**src/rtl/riscv_exu_dispatch_if.sv**
```systemverilog
// Decoder/execution-unit bundle for riscv_exu_dispatch.
// master : decoder + execution units + redirect source (drives ops, ready/done/wb, flush)
// slave  : the dispatch stage (drives hold, issue_vld, register_locked, busy)
interface riscv_exu_dispatch_if #(
    parameter int unsigned NUM_UNITS = 2
);
    logic                       in_vld;
    logic [NUM_UNITS-1:0]       in_unit;
    logic [4:0]                 in_rd;
    logic                       in_rd_used;
    logic [4:0]                 in_rs1;
    logic                       in_rs1_used;
    logic [4:0]                 in_rs2;
    logic                       in_rs2_used;
    logic                       hold;
    logic [NUM_UNITS-1:0]       issue_vld;
    logic [NUM_UNITS-1:0]       unit_ready;
    logic [NUM_UNITS-1:0]       unit_done;
    logic [NUM_UNITS-1:0]       wb_en;
    logic [NUM_UNITS-1:0][4:0]  wb_rd;
    logic                       flush;
    logic [31:0]                register_locked;
    logic                       busy;

    modport master (
        output in_vld, in_unit, in_rd, in_rd_used, in_rs1, in_rs1_used,
               in_rs2, in_rs2_used, unit_ready, unit_done, wb_en, wb_rd, flush,
        input  hold, issue_vld, register_locked, busy
    );

    modport slave (
        input  in_vld, in_unit, in_rd, in_rd_used, in_rs1, in_rs1_used,
               in_rs2, in_rs2_used, unit_ready, unit_done, wb_en, wb_rd, flush,
        output hold, issue_vld, register_locked, busy
    );
endinterface

```
**src/rtl/riscv_exu_dispatch.sv**
```systemverilog
// Issue/dispatch stage: steers decoded ops to one of NUM_UNITS execution units,
// interlocks RAW/WAW hazards through a register scoreboard, limits per-unit
// in-flight ops to UNIT_DEPTH and drains all units after a flush.
// Ports: clock, reset (async, active-high), bus (riscv_exu_dispatch_if.slave).
// Optional macro RISCV_EXU_DISPATCH_BYPASS_EN: same-cycle write-back clears and
// unit_done credits are visible to the issue check.
module riscv_exu_dispatch #(
    parameter int unsigned NUM_UNITS  = 2,
    parameter int unsigned UNIT_DEPTH = 2
) (
    input  logic                   clock,
    input  logic                   reset,
    riscv_exu_dispatch_if.slave    bus
);
    localparam int unsigned CNT_W  = $clog2(UNIT_DEPTH + 1);
    localparam int unsigned UIDX_W = (NUM_UNITS > 1) ? $clog2(NUM_UNITS) : 1;

    typedef enum logic [0:0] {ST_RUN = 1'b0, ST_DRAIN = 1'b1} state_e;

    state_e                         state_q, state_d;
    logic [31:0]                    locked_q, locked_d;
    logic [NUM_UNITS-1:0][CNT_W-1:0] cnt_q, cnt_d;

    logic [UIDX_W-1:0]              unit_idx;
    logic [31:0]                    clr_mask;
    logic [31:0]                    set_mask;
    logic [31:0]                    lock_view;
    logic                           credit_ok;
    logic                           hazard;
    logic                           issue_ok;
    logic                           all_idle;

    // Target unit decode; zero or multi-hot falls back to unit 0
    always_comb begin
        unit_idx = '0;
        if ($onehot(bus.in_unit)) begin
            for (int k = 0; k < NUM_UNITS; k++) begin
                if (bus.in_unit[k]) unit_idx = UIDX_W'(k);
            end
        end
    end

    // Registers released by write-back this cycle
    always_comb begin
        clr_mask = '0;
        for (int k = 0; k < NUM_UNITS; k++) begin
            if (bus.wb_en[k]) clr_mask[bus.wb_rd[k]] = 1'b1;
        end
    end

    // Hazard and credit view seen by the issue check
    always_comb begin
`ifdef RISCV_EXU_DISPATCH_BYPASS_EN
        lock_view = locked_q & ~clr_mask;
        credit_ok = (cnt_q[unit_idx] < CNT_W'(UNIT_DEPTH)) || bus.unit_done[unit_idx];
`else
        lock_view = locked_q;
        credit_ok = (cnt_q[unit_idx] < CNT_W'(UNIT_DEPTH));
`endif
        // locked_q[0] is never set, so x0 sources/destinations cannot stall
        hazard = (bus.in_rs1_used && lock_view[bus.in_rs1]) ||
                 (bus.in_rs2_used && lock_view[bus.in_rs2]) ||
                 (bus.in_rd_used  && (bus.in_rd != 5'd0) && lock_view[bus.in_rd]);
        issue_ok = !reset && bus.in_vld && (state_q == ST_RUN) && !bus.flush &&
                   bus.unit_ready[unit_idx] && credit_ok && !hazard;
    end

    always_comb begin
        all_idle = 1'b1;
        for (int k = 0; k < NUM_UNITS; k++) begin
            if (cnt_q[k] != '0) all_idle = 1'b0;
        end
    end

    // FSM next state
    always_comb begin
        state_d = state_q;
        case (state_q)
            ST_RUN:   if (bus.flush) state_d = ST_DRAIN;
            ST_DRAIN: if (!bus.flush && all_idle) state_d = ST_RUN;
            default:  state_d = ST_RUN;
        endcase
    end

    // FSM / issue outputs; hold is forced high while in reset
    always_comb begin
        bus.issue_vld = '0;
        bus.hold      = bus.in_vld;
        if (reset) begin
            bus.hold = 1'b1;
        end else if (issue_ok) begin
            bus.issue_vld[unit_idx] = 1'b1;
            bus.hold                = 1'b0;
        end
        bus.busy            = !all_idle;
        bus.register_locked = locked_q;
    end

    // Scoreboard: set beats a same-cycle clear; wiped when the drain completes
    always_comb begin
        set_mask = '0;
        if (issue_ok && bus.in_rd_used && (bus.in_rd != 5'd0)) set_mask[bus.in_rd] = 1'b1;
        locked_d = (locked_q & ~clr_mask) | set_mask;
        if ((state_q == ST_DRAIN) && (state_d == ST_RUN)) locked_d = '0;
        locked_d[0] = 1'b0;
    end

    // Per-unit outstanding counters; done at zero is ignored
    always_comb begin
        for (int k = 0; k < NUM_UNITS; k++) begin
            cnt_d[k] = cnt_q[k];
            if (bus.issue_vld[k] && !(bus.unit_done[k] && (cnt_q[k] != '0))) begin
                cnt_d[k] = cnt_q[k] + CNT_W'(1);
            end else if (!bus.issue_vld[k] && bus.unit_done[k] && (cnt_q[k] != '0)) begin
                cnt_d[k] = cnt_q[k] - CNT_W'(1);
            end
        end
    end

    always_ff @(posedge clock or posedge reset) begin
        if (reset) begin
            state_q  <= ST_RUN;
            locked_q <= '0;
            cnt_q    <= '0;
        end else begin
            state_q  <= state_d;
            locked_q <= locked_d;
            cnt_q    <= cnt_d;
        end
    end
endmodule
```
**src/flat_wrapper.sv**
```systemverilog
// flat-port wrapper written by rule: the top's interface ports become plain ports
module riscv_exu_dispatch_flat 
#(
    parameter int unsigned NUM_UNITS  = 2,
    parameter int unsigned UNIT_DEPTH = 2
)
  (clock, reset, bus_in_vld, bus_in_unit, bus_in_rd, bus_in_rd_used, bus_in_rs1, bus_in_rs1_used, bus_in_rs2, bus_in_rs2_used, bus_unit_ready, bus_unit_done, bus_wb_en, bus_wb_rd, bus_flush, bus_hold, bus_issue_vld, bus_register_locked, bus_busy);
  riscv_exu_dispatch_if #(.NUM_UNITS(NUM_UNITS)) bus_i ();
  input  logic clock;
  input  logic reset;
  input wire logic [$bits(bus_i.in_vld)-1:0] bus_in_vld;
  input wire logic [$bits(bus_i.in_unit)-1:0] bus_in_unit;
  input wire logic [$bits(bus_i.in_rd)-1:0] bus_in_rd;
  input wire logic [$bits(bus_i.in_rd_used)-1:0] bus_in_rd_used;
  input wire logic [$bits(bus_i.in_rs1)-1:0] bus_in_rs1;
  input wire logic [$bits(bus_i.in_rs1_used)-1:0] bus_in_rs1_used;
  input wire logic [$bits(bus_i.in_rs2)-1:0] bus_in_rs2;
  input wire logic [$bits(bus_i.in_rs2_used)-1:0] bus_in_rs2_used;
  input wire logic [$bits(bus_i.unit_ready)-1:0] bus_unit_ready;
  input wire logic [$bits(bus_i.unit_done)-1:0] bus_unit_done;
  input wire logic [$bits(bus_i.wb_en)-1:0] bus_wb_en;
  input wire logic [$bits(bus_i.wb_rd)-1:0] bus_wb_rd;
  input wire logic [$bits(bus_i.flush)-1:0] bus_flush;
  output wire logic [$bits(bus_i.hold)-1:0] bus_hold;
  output wire logic [$bits(bus_i.issue_vld)-1:0] bus_issue_vld;
  output wire logic [$bits(bus_i.register_locked)-1:0] bus_register_locked;
  output wire logic [$bits(bus_i.busy)-1:0] bus_busy;
  assign bus_i.in_vld = bus_in_vld;
  assign bus_i.in_unit = bus_in_unit;
  assign bus_i.in_rd = bus_in_rd;
  assign bus_i.in_rd_used = bus_in_rd_used;
  assign bus_i.in_rs1 = bus_in_rs1;
  assign bus_i.in_rs1_used = bus_in_rs1_used;
  assign bus_i.in_rs2 = bus_in_rs2;
  assign bus_i.in_rs2_used = bus_in_rs2_used;
  assign bus_i.unit_ready = bus_unit_ready;
  assign bus_i.unit_done = bus_unit_done;
  assign bus_i.wb_en = bus_wb_en;
  assign bus_i.wb_rd = bus_wb_rd;
  assign bus_i.flush = bus_flush;
  assign bus_hold = bus_i.hold;
  assign bus_issue_vld = bus_i.issue_vld;
  assign bus_register_locked = bus_i.register_locked;
  assign bus_busy = bus_i.busy;
  riscv_exu_dispatch #(.NUM_UNITS(NUM_UNITS), .UNIT_DEPTH(UNIT_DEPTH)) u_core (.clock(clock), .reset(reset), .bus(bus_i));
endmodule
```
**config.mk**
```make
export PLATFORM = sky130hd
export DESIGN_NAME = riscv_exu_dispatch_flat
export DESIGN_NICKNAME = d
export VERILOG_FILES = /design/src/rtl/riscv_exu_dispatch_if.sv /design/src/rtl/riscv_exu_dispatch.sv /design/src/flat_wrapper.sv
export SDC_FILE = /design/constraint.sdc
export NUM_CORES = 1
export LEC_CHECK = 0
export CAP_MARGIN = 10
export CORE_AREA = 2 2 84 86
export CTS_BUF_LIST = sky130_fd_sc_hd__clkbuf_2 sky130_fd_sc_hd__clkbuf_4 sky130_fd_sc_hd__clkbuf_8
export DETAILED_ROUTE_END_ITERATION = 8
export DIE_AREA = 0 0 86 88
export PLACE_DENSITY = 0.77
export SLEW_MARGIN = 25
export SYNTH_ARGS = -nofsm -noshare
export SYNTH_HDL_FRONTEND = slang
export SYNTH_SLANG_ARGS = --single-unit
```
**constraint.sdc**
```tcl
create_clock -name clock -period 3 [get_ports clock]
set_clock_uncertainty 0.1 [all_clocks]
set_input_delay 0.45 -clock clock [delete_from_list [all_inputs] [get_ports clock]]
set_output_delay 0.45 -clock clock [all_outputs]
set_load 0.01 [all_outputs]
```
-- Yosys cells after proc, flatten, opt, wreduce, memory -nomap -nowiden
Cells that the tools add are included.
- logic and storage cells: 105
- input bits: 40
- output and inout bits: 36
- register bits after elaboration: 36
- equality and inequality tests: 1
- reductions and logical operators: 41
- bitwise logic cells: 6
- multiplexer cells: 37
- $lt $le $gt $ge: 11
- $add $sub $neg: 5
- operator list (operator ; number):
    32-bit two-way mux ; 4
    32-bit bitwise OR ; 2
    32-bit bitwise AND ; 1
    32-bit inverter ; 1
    5-bit by 6-bit < comparator with 1-bit output (second input constant) ; 5
    1-bit logical AND ; 26
    1-bit two-way mux ; 17
    2-bit two-way mux ; 8
    1-bit binary-select mux with 5-bit select ; 3
    1-bit demux with 5-bit select ; 3
    5-bit by 1-bit greater-or-equal comparator with 1-bit output (second input constant) ; 3
    1-bit logical NOT ; 8
    2-bit nonzero test ; 4
    5-bit nonzero test ; 1
    2-bit by 1-bit adder with 2-bit output (second input constant) ; 2
    2-bit by 1-bit subtractor with 2-bit output (second input constant) ; 2
    1-bit by 1-bit adder with 2-bit output ; 1
    2-bit by 1-bit == test with 1-bit output (second input constant) ; 1
    1-bit logical OR ; 2
    1-bit by 2-bit < comparator with 1-bit output (second input constant) ; 1
    2-bit < comparator (second input constant) ; 1
    1-bit inverter ; 2
    1-bit case mux with 2 select lines ; 1
    1-bit demux with 1-bit select ; 1
    1-bit greater-or-equal comparator (second input constant) ; 1

-- Depth between registers and ports, before layout
- word-level depth: 15
- gate-level depth with buffers: 11

-- Worst setup path after synthesis
OpenSTA, ideal clock, no wires.
- path type: input to output
- from: input bus_in_rs1[0]
- to: output bus_hold
- data required time: 2.450 ns
- stages: 9
- arrival time: 2.591 ns
- buffers on the path: 3
- path slack: -0.141 ns
- path through: buf_2 mux4_2 mux2_2 o31ai_1 o22ai_1 or3_1 buf_6 buf_6 a21o_1
- longest elaborated chain between the ends: 9
- ends and longest elaborated chain (item ; line ; source):
    start, declared ; flat_wrapper.sv:15 ; input wire logic [$bits(bus_i.in_rs1)-1:0] bus_in_rs1;
    1-bit binary-select mux with 5-bit select ; riscv_exu_dispatch.sv:61 ; hazard = (bus.in_rs1_used && lock_view[bus.in_rs1]) ||
    1-bit two-way mux (implied by the code) ; riscv_exu_dispatch.sv:61 ;
    1-bit logical AND ; riscv_exu_dispatch.sv:61 ;
    1-bit logical OR ; riscv_exu_dispatch.sv:61 ;
    1-bit logical OR ; riscv_exu_dispatch.sv:62 ; (bus.in_rs2_used && lock_view[bus.in_rs2]) ||
    1-bit logical NOT ; riscv_exu_dispatch.sv:65 ; bus.unit_ready[unit_idx] && credit_ok && !hazard;
    1-bit logical AND ; riscv_exu_dispatch.sv:65 ;
    1-bit two-way mux ; riscv_exu_dispatch.sv:91 ; end else if (issue_ok) begin
    1-bit two-way mux ; riscv_exu_dispatch.sv:89 ; if (reset) begin
    end, declared ; flat_wrapper.sv:24 ; output wire logic [$bits(bus_i.hold)-1:0] bus_hold;
Every way passes these cells. The select of a mux whose other input is x is not followed.

-- Worst setup path after layout
- from: register u_core.locked_q[11] (netlist: u_core.bus.register_locked[11])
- to: output bus_hold
- longest elaborated chain between the ends: 9
- elaborated cells between the ends (all ways): 15
- those cells by class: mux: 8; reduce/logical: 7
- ends and longest elaborated chain (item ; line ; source):
    start, declared ; riscv_exu_dispatch.sv:21 ; logic [31:0] locked_q, locked_d;
    start signal, assigned ; riscv_exu_dispatch.sv:127 ; locked_q <= locked_d;
    1-bit binary-select mux with 5-bit select (on tied branches) ; riscv_exu_dispatch.sv:61, riscv_exu_dispatch.sv:62 ;
    1-bit two-way mux (on tied branches) ; riscv_exu_dispatch.sv:61, riscv_exu_dispatch.sv:62 ;
    1-bit logical AND (on tied branches) ; riscv_exu_dispatch.sv:61, riscv_exu_dispatch.sv:62 ;
    1-bit logical OR ; riscv_exu_dispatch.sv:61 ;
    1-bit logical OR * ; riscv_exu_dispatch.sv:62 ;
    1-bit logical NOT * ; riscv_exu_dispatch.sv:65 ;
    1-bit logical AND * ; riscv_exu_dispatch.sv:65 ;
    1-bit two-way mux * ; riscv_exu_dispatch.sv:91 ;
    1-bit two-way mux * ; riscv_exu_dispatch.sv:89 ;
Every way passes the cells marked *; elsewhere a longest branch is shown, timed or not. The select of a mux whose other input is x is not followed.

==> results by stage <==
Synth:
- Sorting the synthesized cells by area gives the leading types as sky130_fd_sc_hd__dfrtp_1, sky130_fd_sc_hd__mux4_2, sky130_fd_sc_hd__a22oi_1.
- The adder-cell share of the synthesized area is 0.
- Of the total synthesized cell area, the portion taken by XOR and XNOR cells is 0.00585.
- Of the total synthesized cell area, the portion taken by AND, OR, NAND and NOR gates is 0.235.
- The dominant synthesized flop cell is sky130_fd_sc_hd__dfrtp_1.
- Counting every net in the synthesized netlist gives roughly 360.
- The share of the Yosys chip area taken by registers is 0.301.
- The area fraction in compound gates after synthesis is 0.212.
- The async set-reset flop share out of synthesis is 1.00.
- The dominant cell by count in the synthesized netlist is sky130_fd_sc_hd__nand3_1.
- The average instance in the mapped netlist occupies around 9.5 µm².
- The biggest area contributor in the post-synthesis netlist is sky130_fd_sc_hd__dfrtp_1.
- The count of mapped cells out of synthesis is between 300 and 400.
- The count of state elements after synthesis is 36.
- After synthesis the cells add up to around 3000 µm².
- The synthesized design contains 0 enable-type register cells.
- In the synthesized netlist, the cells that appear most often are sky130_fd_sc_hd__nand3_1, sky130_fd_sc_hd__dfrtp_1, sky130_fd_sc_hd__a22oi_1, sky130_fd_sc_hd__o31ai_1, sky130_fd_sc_hd__nand2_1.
- The count of warnings emitted by yosys is 0.
- The count of unique library cells instantiated by Yosys is 47.
- The share of synthesized area in the top cell type comes to 0.301.
- After synthesis, the largest family of logic cells by area is simple AND/OR/NAND/NOR gates.
- Of the post-synthesis cell area, the part taken by muxes is 0.187.

Global route:
- The via count of the first global-routing pass came to ~3300.
- The global-route met2 utilization is 0.488.
- The met1 track demand over resource in global routing is 0.391.
- The overall overflow remaining after global route is 0.
- The first global-routing pass estimated around 17 mm of wire.
- Entering global routing, the biggest net connects 37 pins.
- The met3 usage in global routing is 0.0377.
- The initial antenna violation count is 0.
- The global-route usage over all layers is 0.293.
- met2 is the most crowded layer.

STA:
- Dividing the final minimum period by the clock period gives 1.07.
- The final setup slack of the worst path is -203 ps.
- For the pin with the worst max-slew slack, the measured transition is 747 ps.
- For the finished layout, the period the worst path requires is ~3200 ps.
- The tightest slew margin relative to the limit is 0.501.
- After routing, the total negative slack on setup checks comes to -490 ps.
- On the final layout, the worst hold slack is slightly below 500 ps.
- The top achievable clock speed is 312 MHz.
- The count of pins over their slew limit was 0.
- The number of hold violations in the final report is 0.
- The setup violation total in the final timing report is 3.
- Setup repair after global routing could not meet its margin everywhere.

Critical path:
- The classification of the worst setup path is reg2out.
- The required time at the endpoint of the critical path is about 2500 ps.
- Data on the critical path arrives at its endpoint at between 2000 and 3000 ps.
- The type of element launching the critical path is a flip-flop.
- The nature of the critical path endpoint is an output pin.
- The critical-path maximum fanout is 3.

Drt:
- After detailed routing, the average wire length per cell comes to ~21 µm.
- After detailed routing, the number of remaining DRC violations is 0.
- Wires add up to ~11 mm.
- The post-detailed-route via-to-cell ratio is around 6.3.
- The count of nets left with antenna violations once routing finished came out at 0.
- The routed layout has ~3400 vias.
- The first routing iteration left approximately 420 violations.
- The number of optimization iterations in the first detailed-route pass is 5.

Floorplan:
- The die height is about 88 µm.
- between 70 and 80 I/O pins were placed.
- The row count is 30.
- For this configuration, the core starts out at a cell density of 0.450.
- The die covers ~7600 µm².
- The die width is ~86 µm.
- The core region is ~6600 µm².

Finish:
- The multi-input gate area in the final layout is 2050 µm².
- The area used by sequential logic in the layout is between 900 and 1000 µm².
- The share of post-route cells with drive strength above 1 is 0.307.
- The filler cells instantiated in the layout total just over 500.
- The utilization after layout is 0.693.
- The final net count is around 500.
- The area growth from synthesis to layout is 53.9%.
- The repair_antennas step left the layout with diodes totalling 0.

Clock network:
- The number of hold buffers added after CTS was 0.
- The CTS tree is yes.
- The H-tree was split into 2 levels.
- Clock tree synthesis found a total of 36 sinks.
- Counting the buffers created by CTS gives 5.
- The root buffer cell is sky130_fd_sc_hd__clkbuf_8.
- The insertion delay of the later-clocked pin in the worst-skew pair is about 300 ps.
- The clock-pin transition on the worst setup and hold timing paths is 80 ps.
- The largest buffer count on any clock path is 2.

Status:
- The flow ran to the end, but the final reports show violations.
- The checks that failed: setup timing.

Placed design:
- After legalization and detailed placement, the total HPWL measured roughly 8.3 mm.
- The quantity of I/O buffers inserted on ports is 74.
- The worst setup slack before clock tree synthesis is -1020 ps.
- Routability-driven placement finished with a final weighted congestion of around 0.9.

Pwr:
- The analysis attributes to cell leakage a power of roughly 1.9 nW.
- For this design the ratio of total power to cell area is 247 nW/µm².
- The maximum ir drop on the vdd rail is about 0.17 mV.

Worst hold path:
- The class of the tightest hold or removal check is reg2reg.

Flow run:
- The max capacitance violation total is 0.
==> registers in the layout (all words and copies together), names as in the netlist <==
name and cells:
u_core.bus.register_locked 31, u_core.state_q 1, u_core.cnt_q 4
==> power by group <==
group          total [mW]  switching [mW]  internal [mW]
clock network       0.373           0.187          0.186
registers           0.489         0.00207          0.487
logic               0.278           0.144          0.134
==> final timing paths <==
kind,slack [ps],endpoint,start,cells past startpoint
min reg2reg,490,u_core.cnt_q[1]$_DFFE_PP0P_,u_core.cnt_q[1]$_DFFE_PP0P_,2
min,490,u_core.cnt_q[1]$_DFFE_PP0P_,u_core.cnt_q[1]$_DFFE_PP0P_,2
min in group asynchronous,530,u_core.state_q$_DFF_PP0_,reset,3
max reg2reg,100,u_core.bus.register_locked[7]$_DFF_PP0_,u_core.bus.register_locked[11]$_DFF_PP0_,8
max,-200,bus_hold,u_core.bus.register_locked[11]$_DFF_PP0_,8
max in group asynchronous,1930,u_core.bus.register_locked[27]$_DFF_PP0_,reset,3
==> placed cells by master, fill, tap and decap left out, types with 14 or more instances in the layout <==
| cell type | count |
|---|---|
| sky130_fd_sc_hd__a22oi_1 | 32 |
| sky130_fd_sc_hd__buf_4 | 79 |
| sky130_fd_sc_hd__clkdlybuf4s50_1 | 61 |
| sky130_fd_sc_hd__dfrtp_1 | 35 |
| sky130_fd_sc_hd__mux2i_1 | 16 |
| sky130_fd_sc_hd__mux4_2 | 14 |
| sky130_fd_sc_hd__nand2_1 | 19 |
| sky130_fd_sc_hd__nand3_1 | 37 |
| sky130_fd_sc_hd__o31ai_1 | 30 |
==> worst max-delay path, cell delays in order, from the launching register on <==
cell                      delay [ps]
sky130_fd_sc_hd__dfrtp_1         420
sky130_fd_sc_hd__buf_6           130
sky130_fd_sc_hd__mux4_2          440
sky130_fd_sc_hd__mux4_2          490
sky130_fd_sc_hd__nor2b_4         140
sky130_fd_sc_hd__nor3_4           60
sky130_fd_sc_hd__or3_4           380
sky130_fd_sc_hd__a21o_1          160
sky130_fd_sc_hd__buf_2           130
==> layer usage <==
metal / vias to the layer above / wire (µm)
met1: 1662 / 4590
li1: 1537 / -
met4: 0 / 262
met2: 195 / 5400
met3: 24 / 828
met5: - / 0
==> layout make-up <==
cell class                 instances  area share
clock inverter                     2     0.00326
timing repair buffer             162       0.311
multi-input combinational        247       0.446
inverter                           6     0.00489
tap                               80      0.0217
sequential                        36       0.196
clock buffer                       6      0.0179
==> metrics by stage <==
| stage | power [mW] | instance area (µm²) | std cells |
|---|---|---|---|
| finish | 1.14 | 4610 | 539 |
| global route | 1.18 | 4610 | 539 |
| CTS | 1.13 | 4550 | 535 |
| detailed placement | 0.750 | 4320 | 524 |
| global placement | 0.745 | 4320 | 524 |
| floorplan | 0.622 | 3000 | 315 |
==> kinds of logic (layout without fill, tap and decap cells) <==
family | count (synthesis) | in the layout
multiplexers | 35 | 35
buffers and inverters | 32 | 176
XOR/XNOR | 2 | 2
AND/OR/NAND/NOR | 124 | 124
flip-flops | 36 | 36
other | 1 | 1
AO/OA/AOI/OAI | 85 | 85
==> timing repair <==
item / CTS / global route
setup buffers: 2 / 4
cloned: 1 / 0
pin swaps: 9 / 8
gates resized for setup: 66 / 5
endpoints found under the setup margin: 37 / 5
Power figures use the tool's default switching activity.
